## config.mk

```make
export PLATFORM = sky130hd
export DESIGN_NAME = seq_detect_param_flat
export DESIGN_NICKNAME = d
export VERILOG_FILES = /design/src/rtl/seq_detect_param_if.sv /design/src/rtl/seq_detect_param.sv /design/src/flat_wrapper.sv
export SDC_FILE = /design/constraint.sdc
export NUM_CORES = 1
export LEC_CHECK = 0
export CAP_MARGIN = 10
export CELL_PAD_IN_SITES_DETAIL_PLACEMENT = 1
export CELL_PAD_IN_SITES_GLOBAL_PLACEMENT = 1
export CORE_UTILIZATION = 36
export DETAILED_ROUTE_END_ITERATION = 16
export PLACE_DENSITY_LB_ADDON = 0.3
export RECOVER_POWER = 100
export SLEW_MARGIN = 25
export SYNTH_ARGS = -nofsm -noshare
export SYNTH_HDL_FRONTEND = slang
export SYNTH_SLANG_ARGS = --single-unit
```

## constraint.sdc

```tcl
create_clock -name clk -period 3 [get_ports clk]
set_input_delay 0.45 -clock clk [delete_from_list [all_inputs] [get_ports clk]]
set_output_delay 0.45 -clock clk [all_outputs]
set_load 0.01 [all_outputs]
```

## src/rtl/seq_detect_param_if.sv

```systemverilog
// Symbol stream, pattern configuration and detector status bundle for seq_detect_param.
interface seq_detect_param_if #(
   parameter int WIDTH = 2,
   parameter int DEPTH = 4,
   parameter int CNT_W = 8,
   parameter int IDXW  = $clog2(DEPTH + 1)
) ();

   logic             en;
   logic             in_valid;
   logic [WIDTH-1:0] in_sym;
   logic             cfg_we;
   logic [IDXW-1:0]  cfg_idx;
   logic [WIDTH-1:0] cfg_sym;
   logic             cfg_len_we;
   logic [IDXW-1:0]  cfg_len;
   logic             cnt_clr;

   logic             first_hit;
   logic             armed;
   logic [IDXW-1:0]  progress;
   logic             match;
   logic             timeout;
   logic [CNT_W-1:0] match_count;

   modport master (
      output en, in_valid, in_sym,
      output cfg_we, cfg_idx, cfg_sym, cfg_len_we, cfg_len, cnt_clr,
      input  first_hit, armed, progress, match, timeout, match_count
   );

   modport slave (
      input  en, in_valid, in_sym,
      input  cfg_we, cfg_idx, cfg_sym, cfg_len_we, cfg_len, cnt_clr,
      output first_hit, armed, progress, match, timeout, match_count
   );

endinterface

```

## src/rtl/seq_detect_param.sv

```systemverilog
// Programmable sequence detector: matches a run-time pattern of 1..DEPTH symbols
// on a qualified symbol stream, with optional inter-symbol gap timeout and a
// saturating match counter.
//
// idx (progress) | meaning
// 0              | idle, waiting for pat[0]
// 1..len-1       | armed, that many pattern symbols matched so far
module seq_detect_param #(
   parameter int WIDTH   = 2,
   parameter int DEPTH   = 4,
   parameter int CNT_W   = 8,
   parameter int MAX_GAP = 0
) (
   input  logic              clk,
   input  logic              rst,
   seq_detect_param_if.slave bus
);

   localparam int IDXW = $clog2(DEPTH + 1);
   localparam int GAPW = (MAX_GAP > 1) ? $clog2(MAX_GAP) : 1;
   localparam bit GAP_EN = (MAX_GAP > 0);
   localparam logic [GAPW-1:0] GAP_LAST = GAPW'((MAX_GAP > 0) ? MAX_GAP - 1 : 0);
   localparam logic [IDXW-1:0] LEN_MAX  = IDXW'(DEPTH);
   localparam logic [IDXW-1:0] IDX_ONE  = IDXW'(1);

   logic [WIDTH-1:0] pat_q [DEPTH];
   logic [WIDTH-1:0] pat_d [DEPTH];
   logic [IDXW-1:0]  len_q, len_d;
   logic [IDXW-1:0]  idx_q, idx_d;
   logic [GAPW-1:0]  gap_q, gap_d;
   logic             match_q, match_d;
   logic             timeout_q, timeout_d;
   logic [CNT_W-1:0] count_q, count_d;

   logic [WIDTH-1:0] cur_pat;
   logic [IDXW-1:0]  idx_inc;
   logic             cfg_wr;
   logic             sym_step;
   logic             idle_step;
   logic             sym_hit;
   logic             first_sym;
   logic             last_sym;

   // Select the pattern symbol expected at the current position.
   always_comb begin
      cur_pat = '0;
      for (int i = 0; i < DEPTH; i++) begin
         if (idx_q == IDXW'(i)) cur_pat = pat_q[i];
      end
   end

   // A config write aborts any partial match and swallows the symbol of that cycle.
   assign cfg_wr    = bus.cfg_we | bus.cfg_len_we;
   assign sym_step  = bus.en & bus.in_valid & ~cfg_wr;
   assign idle_step = GAP_EN & bus.en & ~bus.in_valid & ~cfg_wr & (idx_q != '0);
   assign idx_inc   = idx_q + IDX_ONE;
   assign sym_hit   = (bus.in_sym == cur_pat);
   assign first_sym = (bus.in_sym == pat_q[0]);
   assign last_sym  = (idx_inc == len_q);

   // Pattern slot and length registers; out-of-range slots are ignored, length is clamped to 1..DEPTH.
   always_comb begin
      for (int i = 0; i < DEPTH; i++) begin
         pat_d[i] = pat_q[i];
         if (bus.cfg_we && (bus.cfg_idx == IDXW'(i))) pat_d[i] = bus.cfg_sym;
      end
      len_d = len_q;
      if (bus.cfg_len_we) begin
         if (bus.cfg_len == '0)          len_d = IDX_ONE;
         else if (bus.cfg_len > LEN_MAX) len_d = LEN_MAX;
         else                            len_d = bus.cfg_len;
      end
   end

   // Match progress, gap timer and the match/timeout pulses.
   always_comb begin
      idx_d     = idx_q;
      gap_d     = gap_q;
      match_d   = 1'b0;
      timeout_d = 1'b0;
      if (cfg_wr) begin
         idx_d = '0;
         gap_d = '0;
      end else if (sym_step) begin
         gap_d = '0;
         if (sym_hit) begin
            if (last_sym) begin
               idx_d   = '0;
               match_d = 1'b1;
            end else begin
               idx_d = idx_inc;
            end
         end else if ((idx_q != '0) && first_sym) begin
            // Restart only against pat[0]; no deeper overlap search.
            if (len_q == IDX_ONE) begin
               idx_d   = '0;
               match_d = 1'b1;
            end else begin
               idx_d = IDX_ONE;
            end
         end else begin
            idx_d = '0;
         end
      end else if (idle_step) begin
         if (gap_q == GAP_LAST) begin
            idx_d     = '0;
            gap_d     = '0;
            timeout_d = 1'b1;
         end else begin
            gap_d = gap_q + GAPW'(1);
         end
      end
   end

   // Saturating match counter; a clear beats a coincident match.
   always_comb begin
      count_d = count_q;
      if (bus.cnt_clr)                       count_d = '0;
      else if (match_d && (count_q != '1))   count_d = count_q + CNT_W'(1);
   end

   // State registers with synchronous reset; reset also wipes the programmed pattern.
   always_ff @(posedge clk) begin
      if (rst) begin
         for (int i = 0; i < DEPTH; i++) pat_q[i] <= '0;
         len_q     <= LEN_MAX;
         idx_q     <= '0;
         gap_q     <= '0;
         match_q   <= 1'b0;
         timeout_q <= 1'b0;
         count_q   <= '0;
      end else begin
         for (int i = 0; i < DEPTH; i++) pat_q[i] <= pat_d[i];
         len_q     <= len_d;
         idx_q     <= idx_d;
         gap_q     <= gap_d;
         match_q   <= match_d;
         timeout_q <= timeout_d;
         count_q   <= count_d;
      end
   end

   assign bus.first_hit   = (idx_q == '0) & bus.en & bus.in_valid & first_sym;
   assign bus.armed       = (idx_q != '0);
   assign bus.progress    = idx_q;
   assign bus.match       = match_q;
   assign bus.timeout     = timeout_q;
   assign bus.match_count = count_q;

endmodule

```

## src/flat_wrapper.sv

```systemverilog
// flat-port wrapper written by rule: the top's interface ports become plain ports
module seq_detect_param_flat 
#(
   parameter int WIDTH   = 2,
   parameter int DEPTH   = 4,
   parameter int CNT_W   = 8,
   parameter int MAX_GAP = 0
)
  (clk, rst, bus_en, bus_in_valid, bus_in_sym, bus_cfg_we, bus_cfg_idx, bus_cfg_sym, bus_cfg_len_we, bus_cfg_len, bus_cnt_clr, bus_first_hit, bus_armed, bus_progress, bus_match, bus_timeout, bus_match_count);
  seq_detect_param_if #(.WIDTH(WIDTH), .DEPTH(DEPTH), .CNT_W(CNT_W)) bus_i ();
  input  logic clk;
  input  logic rst;
  input wire logic [$bits(bus_i.en)-1:0] bus_en;
  input wire logic [$bits(bus_i.in_valid)-1:0] bus_in_valid;
  input wire logic [$bits(bus_i.in_sym)-1:0] bus_in_sym;
  input wire logic [$bits(bus_i.cfg_we)-1:0] bus_cfg_we;
  input wire logic [$bits(bus_i.cfg_idx)-1:0] bus_cfg_idx;
  input wire logic [$bits(bus_i.cfg_sym)-1:0] bus_cfg_sym;
  input wire logic [$bits(bus_i.cfg_len_we)-1:0] bus_cfg_len_we;
  input wire logic [$bits(bus_i.cfg_len)-1:0] bus_cfg_len;
  input wire logic [$bits(bus_i.cnt_clr)-1:0] bus_cnt_clr;
  output wire logic [$bits(bus_i.first_hit)-1:0] bus_first_hit;
  output wire logic [$bits(bus_i.armed)-1:0] bus_armed;
  output wire logic [$bits(bus_i.progress)-1:0] bus_progress;
  output wire logic [$bits(bus_i.match)-1:0] bus_match;
  output wire logic [$bits(bus_i.timeout)-1:0] bus_timeout;
  output wire logic [$bits(bus_i.match_count)-1:0] bus_match_count;
  assign bus_i.en = bus_en;
  assign bus_i.in_valid = bus_in_valid;
  assign bus_i.in_sym = bus_in_sym;
  assign bus_i.cfg_we = bus_cfg_we;
  assign bus_i.cfg_idx = bus_cfg_idx;
  assign bus_i.cfg_sym = bus_cfg_sym;
  assign bus_i.cfg_len_we = bus_cfg_len_we;
  assign bus_i.cfg_len = bus_cfg_len;
  assign bus_i.cnt_clr = bus_cnt_clr;
  assign bus_first_hit = bus_i.first_hit;
  assign bus_armed = bus_i.armed;
  assign bus_progress = bus_i.progress;
  assign bus_match = bus_i.match;
  assign bus_timeout = bus_i.timeout;
  assign bus_match_count = bus_i.match_count;
  seq_detect_param #(.WIDTH(WIDTH), .DEPTH(DEPTH), .CNT_W(CNT_W), .MAX_GAP(MAX_GAP)) u_core (.clk(clk), .rst(rst), .bus(bus_i));
endmodule
```

==> results of run 1 <==
## area by class of cell
class	count	area, µm²	area share
multi-input combinational	120	807	0.473
sequential	23	460	0.270
timing repair buffer	30	300	0.176
tap	46	57.6	0.0337
clock buffer	3	41.3	0.0242
inverter	9	33.8	0.0198
clock inverter	1	5.00	0.00293
## stage by stage
stage	cells	hold WS (ns)
final	232	0.512
after global routing	232	0.547
after floorplan	156	0.461
after global placement	228	0.477
after detailed placement	228	0.503
after CTS	232	0.516
## Yosys cell counts, drive strengths merged (6+ instances only)
library cell,n,share of area
inv,9,0.025
o21ai,6,0.025
or3,6,0.032
ha,6,0.056
nor3,8,0.041
dfxtp,23,0.35
nor2,18,0.051
nand3,6,0.023
xnor2,7,0.046
mux2i,12,0.090
a21oi,12,0.045
nand2,9,0.025
## sequential cells by signal, summed over array words and instances, names as in the netlist
register                flops
u_core.len_q                3
u_core.pat_q                8
u_core.bus.match            1
u_core.bus.match_count      8
u_core.bus.progress         3
## worst max-delay path: stages, from the launching register on
cell	delay [ns]
dfxtp_1	0.46
inv_1	0.12
ha_1	0.36
xor2_1	0.17
nor3_2	0.27
nand2_1	0.12
nor3_2	0.19
o21ai_1	0.24
or3_1	0.41
a21oi_1	0.18
## cell usage in the layout, fill, tap and decap left out, drive strengths merged, types with 2 or more instances in the layout
cell type and instances:
xor2 2, a211oi 2, dlygate4sd3 16, or2 2
ha 6, inv 9, clkdlybuf4s50 14, nor2 18
xnor2 7, or3 6, mux2i 12, dfxtp 23
nor4bb 2, nand3b 2, clkbuf 3, a21oi 12
nand2 9, nand4 2, nor3 8, o21ai 6
o211ai 2, and2 2, nand3 6
## power groups by stage
stage | Combinational (mW) | Sequential [mW] | Clock, mW
2_1_floorplan | 0.0400 | 0.320 | 0
3_3_place_gp | 0.0721 | 0.321 | 0
3_5_place_dp | 0.0744 | 0.322 | 0
4_1_cts | 0.0750 | 0.314 | 0.207
5_1_grt | 0.0818 | 0.315 | 0.217
6_report | 0.0737 | 0.314 | 0.196
## cells by family (layout without fill, tap and decap cells)
logic type | count (synthesis) | count (layout)
AOI/OAI and AO/OA | 30 | 30
xor gates and xnor gates | 9 | 9
adders and majority gates | 6 | 6
buffers and inverters | 13 | 43
DFF | 23 | 23
muxes | 12 | 12
other | 1 | 1
and+or+nand+nor | 62 | 62
## how the worst min path moves through the flow
stage | end | cells after the start
5_1_grt | u_core.bus.match_count[4] | 2
3_5_place_dp | u_core.len_q[1] | 2
2_1_floorplan | u_core.pat_q[1][0] | 2
4_1_cts | u_core.len_q[1] | 2
3_3_place_gp | u_core.bus.match_count[5] | 2
6_report | u_core.bus.match_count[4] | 2
## metal layers
layer  global-route usage  vias up
met1                0.250      591
met5                    0        -
li1                     -      608
met2                0.326       23
met3               0.0274        2
met4               0.0640        0
==> results.yml, run 1 <==
power:
  p_seq_frac: 0.538
  vdd_drop_max_v: 0.000168
  pwr-share-comb: 0.126
  p_sw_frac: 0.246
  power_density_nw_per_um2: 342
  p_total_uw: 584
  p_leak_nw: 0.665
  clockPowerShare: 0.335
  p_int_uw: 440
  net-switching-power_uw: 143
sta:
  worstMarginPinSlew_ns: 0.627
  tns_ns: 0
  hold_viol: 0
  finalSetupViolations: 0
  grt_setup_unrepaired: "no"
  fin_ws_ns: 0.395
  maxSlewViolCount: 0
  max_slew_margin: 0.577
  fmax_mhz: 384
  post-route-period-util: 0.868
  min_period_ns: 2.61
  skew_ns: 0.00381
place:
  gp_congestion: 0.850
  port_buffers: 30
  dp_slack_ns: 0.347
  post_dp_cell_area_um2: 1660
  dp_hpwl_mm: 2.65
die:
  die_area_um2: 3950
  pin_count: 32
  initial_utilization: 0.387
  die_h_um: 62.8
  placeableCoreArea_um2: 3440
  die_w_um: 62.8
  std_cell_rows: 21
cts:
  worstSkewPairLatency_ns: 0.26
  cts_setup_buffers: 0
  clock_path_buffers: 2
  root_buffer: "clkbuf_8"
  clock-sinks: 23
  clk_pin_slew_ns: 0.09
  numCtsBuffers: 3
  hold_buffers: 0
  cts-resized-gates: 0
  cts_tree: "yes"
  htree_levels: 1
grt:
  gr-total-overflow: 0
  antenna_found_initial: 0
  grt_first_pass_wirelength_mm: 6.05
  grt_pass1_vias: 1268
  grtUsageTotal: 0.193
  grt_max_degree: 16
yosys:
  synthMuxAreaShare: 0.0902
  synth_flop_cell: "dfxtp_1"
  synth_top_family_by_area: "simple AND/OR/NAND/NOR gates"
  async_flop_share: 0
  synth_cell_type_count: 42
  synth_compound_area_frac: 0.146
  syn_area_per_cell_um2: 8.53
  yosysSeqAreaShare: 0.346
  synth-edff-count: 0
  synthesis.nets: 179
  synth-xor-area-share: 0.0592
  synthesis.area_um2: 1330
  yosysWarnings: 0
  synth_fa_ha_area_frac: 0.0564
  synth-simple-area-share: 0.255
  synth-seq-cells: 23
  synth_cells: 156
detailed_routing:
  wl_per_cell_um: 14.7
  dr_wl_met2_mm: 1.64
  vias: 1224
  top_layer: "met4"
  ant_nets: 0
  wl_met3_um: 99
  drc_errors: 0
  firstDrtPassIters: 4
  viasPerCell: 5.28
  m1WireLength_mm: 1.65
  drtIter0Drc: 36
  wl_mm: 3.41
critical_path:
  cp-endpoint: "u_core.bus.match_count[5]"
  startpoint_type: "register"
  cp_data_required_time_ns: 3.19
  timing.rr.end: "u_core.bus.match_count[5]"
  ff2ff_path_depth: 9
  crit_fanout: 8
  end_kind: "register"
  worstSetupStartpoint: "u_core.bus.progress[0]"
  rr_startpoint: "u_core.bus.progress[0]"
  cp_data_arrival_time_ns: 2.79
  r2r_slack_ns: 0.39
  worstSetupPathType: "reg2reg"
status:
  status: "finished, final reports clean"
cells_and_area:
  fin_nets: 210
  final_layout_size_suffix_gt1_frac: 0.0753
  postLayoutCoreUtil: 0.495
  antenna_cells: 0
  filler_cell_count: 432
  areaGrowthSynthToFinish_pct: 28.1
  fin_area_um2: 1710
hold_path:
  hold_path_class: "reg2reg"
  min_from: "u_core.bus.match_count[4]"
run:
  cap_violations: 0
No activity file was read; power rests on OpenSTA's default activity.
==> run 2, diff against run 1 <==
- SETUP_SLACK_MARGIN: unset -> 0.05
==> results of run 2 <==
The final DEF is identical to that of run 1; final timing and power are the same.
==> run 3, diff against run 2 <==
- CTS_CLUSTER_DIAMETER: unset -> 80
==> results of run 3 <==
The final DEF is identical to that of run 1; final timing and power are the same.
==> variant: new RTL, settings of run 2 <==
`DEPTH` is set to 4 in 3 places; all go to 8.
--- a/src/rtl/seq_detect_param_if.sv
+++ b/src/rtl/seq_detect_param_if.sv
@@ -3,3 +3,3 @@
    parameter int WIDTH = 2,
-   parameter int DEPTH = 4,
+   parameter int DEPTH = 8,
    parameter int CNT_W = 8,
--- a/src/rtl/seq_detect_param.sv
+++ b/src/rtl/seq_detect_param.sv
@@ -9,3 +9,3 @@
    parameter int WIDTH   = 2,
-   parameter int DEPTH   = 4,
+   parameter int DEPTH   = 8,
    parameter int CNT_W   = 8,
--- a/src/flat_wrapper.sv
+++ b/src/flat_wrapper.sv
@@ -4,3 +4,3 @@
    parameter int WIDTH   = 2,
-   parameter int DEPTH   = 4,
+   parameter int DEPTH   = 8,
    parameter int CNT_W   = 8,
Ports: changed (resized bus_cfg_idx, bus_cfg_len and bus_progress); port bits go from 32 to 35. The function was not compared with the original's and may differ.
==> variant against run 2 <==
Sequential share of layout area grew 0.40 points. Routed wire length grew 48%. Critical endpoint is now u_core.bus.match_count[7]$_SDFFE_PP0P_. Worst setup slack lost 0.17 ns. Core utilization shrank 2.6 points. Synthesized cell count grew 45%. Clock skew is essentially flat. Design area grew 41%. Synthesized area grew 45%. Highest routed layer unchanged. Sequential cell count grew 10. Total power grew 55%.
==> variant: results (changes against run 2) <==
Placed design:
- The cell count after placement is 321 (+41%).
- The standard cell area after detailed placement is 2310 um2 (+39%).
- The detailed-placement wirelength estimate was 3880 um (+46%).
- The final weighted congestion of routability-driven global placement is 0.842 (-0.95%).

Critical path:
- The register-to-register setup slack is 0.23 ns (-0.17 ns).
- The data arrival time of the critical path is 2.98 ns (+0.19 ns).
- The endpoint of the worst setup timing path is u_core.bus.match_count[7]$_SDFFE_PP0P_.
- The cell with the largest stage delay on the worst path is or3_1.

Final layout:
- From synthesis to final layout, the design area changed by 24.7%.
- The number of fillers in the final layout is 638 (+48%).
- The share of layout cells above drive strength 1 is 7.34% (-0.19 points).
- The clock network area share was 4.20% (+1.5 points).
- The final design instance area without fill was 2410 um2 (+41%).
- The area occupied by multi-input gates was 1170 um2 (+46%).
- The final-layout clock buffer total was 7 (+4).
- The final cell count without fillers came to 329 (+42%).
- The sequential share of cell area is 27.4% (+0.40 points).

Routing:
- The detailed-route wire length on metal 1 came to 2620 um (+59%).
- The number of vias after detailed routing was 1736 (+42%).
- The detailed route wirelength on metal3 is 138 um (+39%).
- The wire length reported by the detailed router is 5030 um (+48%).
- The number of violations reported at the end of detailed-routing iteration 0 came to 100 (+180%).
- The sum of met2 wire segment lengths after detailed routing was 2200 um (+34%).

Outcome:
- The flow ran to the end, and the final reports show no timing, DRC or antenna violations.

Pwr:
- The static leakage power is 0.890 nW (+34%).

Synthesis:
- The synthesized area divided by synthesized cell count is 8.55 um2 (+0.23%).
- Ranked by instance count, the synthesized netlist is headed by 33 x dfxtp_1, 24 x nor2_1, 22 x mux2i_1.

Global routing:
- The global routing usage on met1 was 28.4% (+3.5 points).
- The global-route wire length before repair is 8290 um (+37%).
- The met3 routing resource usage after global routing is 3.75% (+1.0 points).

Min path:
- The hold path endpoint is u_core.bus.match_count[5]$_SDFFE_PP0P_.
- The worst hold path begins at u_core.bus.match_count[5]$_SDFFE_PP0P_.

Clock tree:
- The number of CTS-inserted buffers came to 5 (+2).
- The level count of the clock H-tree is 2 (+1).

Timing:
- The worst hold slack is 0.478 ns (-0.0334 ns).
- The worst-case headroom to the max-slew limit is 57.7% (+0.082 points).
variant: power by group through the flow:
| stage | clock network, mW | registers (mW) | logic [mW] |
|---|---|---|---|
| floorplan | 0 | 0.457 | 0.0463 |
| global placement | 0 | 0.458 | 0.0879 |
| CTS | 0.382 | 0.448 | 0.0898 |
| finish | 0.371 | 0.448 | 0.0886 |
| detailed placement | 0 | 0.458 | 0.0892 |
| global route | 0.405 | 0.448 | 0.0970 |
variant: worst min-delay path, cell delays in order, from the launching register on:
cell and delay, ns:
dfxtp_1 0.33, nand2_1 0.06, mux2i_1 0.05
variant: cell families (layout without fill, tap and decap cells):
family                     Yosys count  count (layout)  synth area share, %
AOI/OAI and AO/OA                   37              37                 13.5
xor gates and xnor gates            14              14                 6.34
adders and majority gates            5               5                 3.24
buffers and inverters               19              52                 5.18
DFF                                 33              33                 34.2
muxes                               22              22                 11.4
other                                1               1                0.194
and+or+nand+nor                     95              95                 26.0
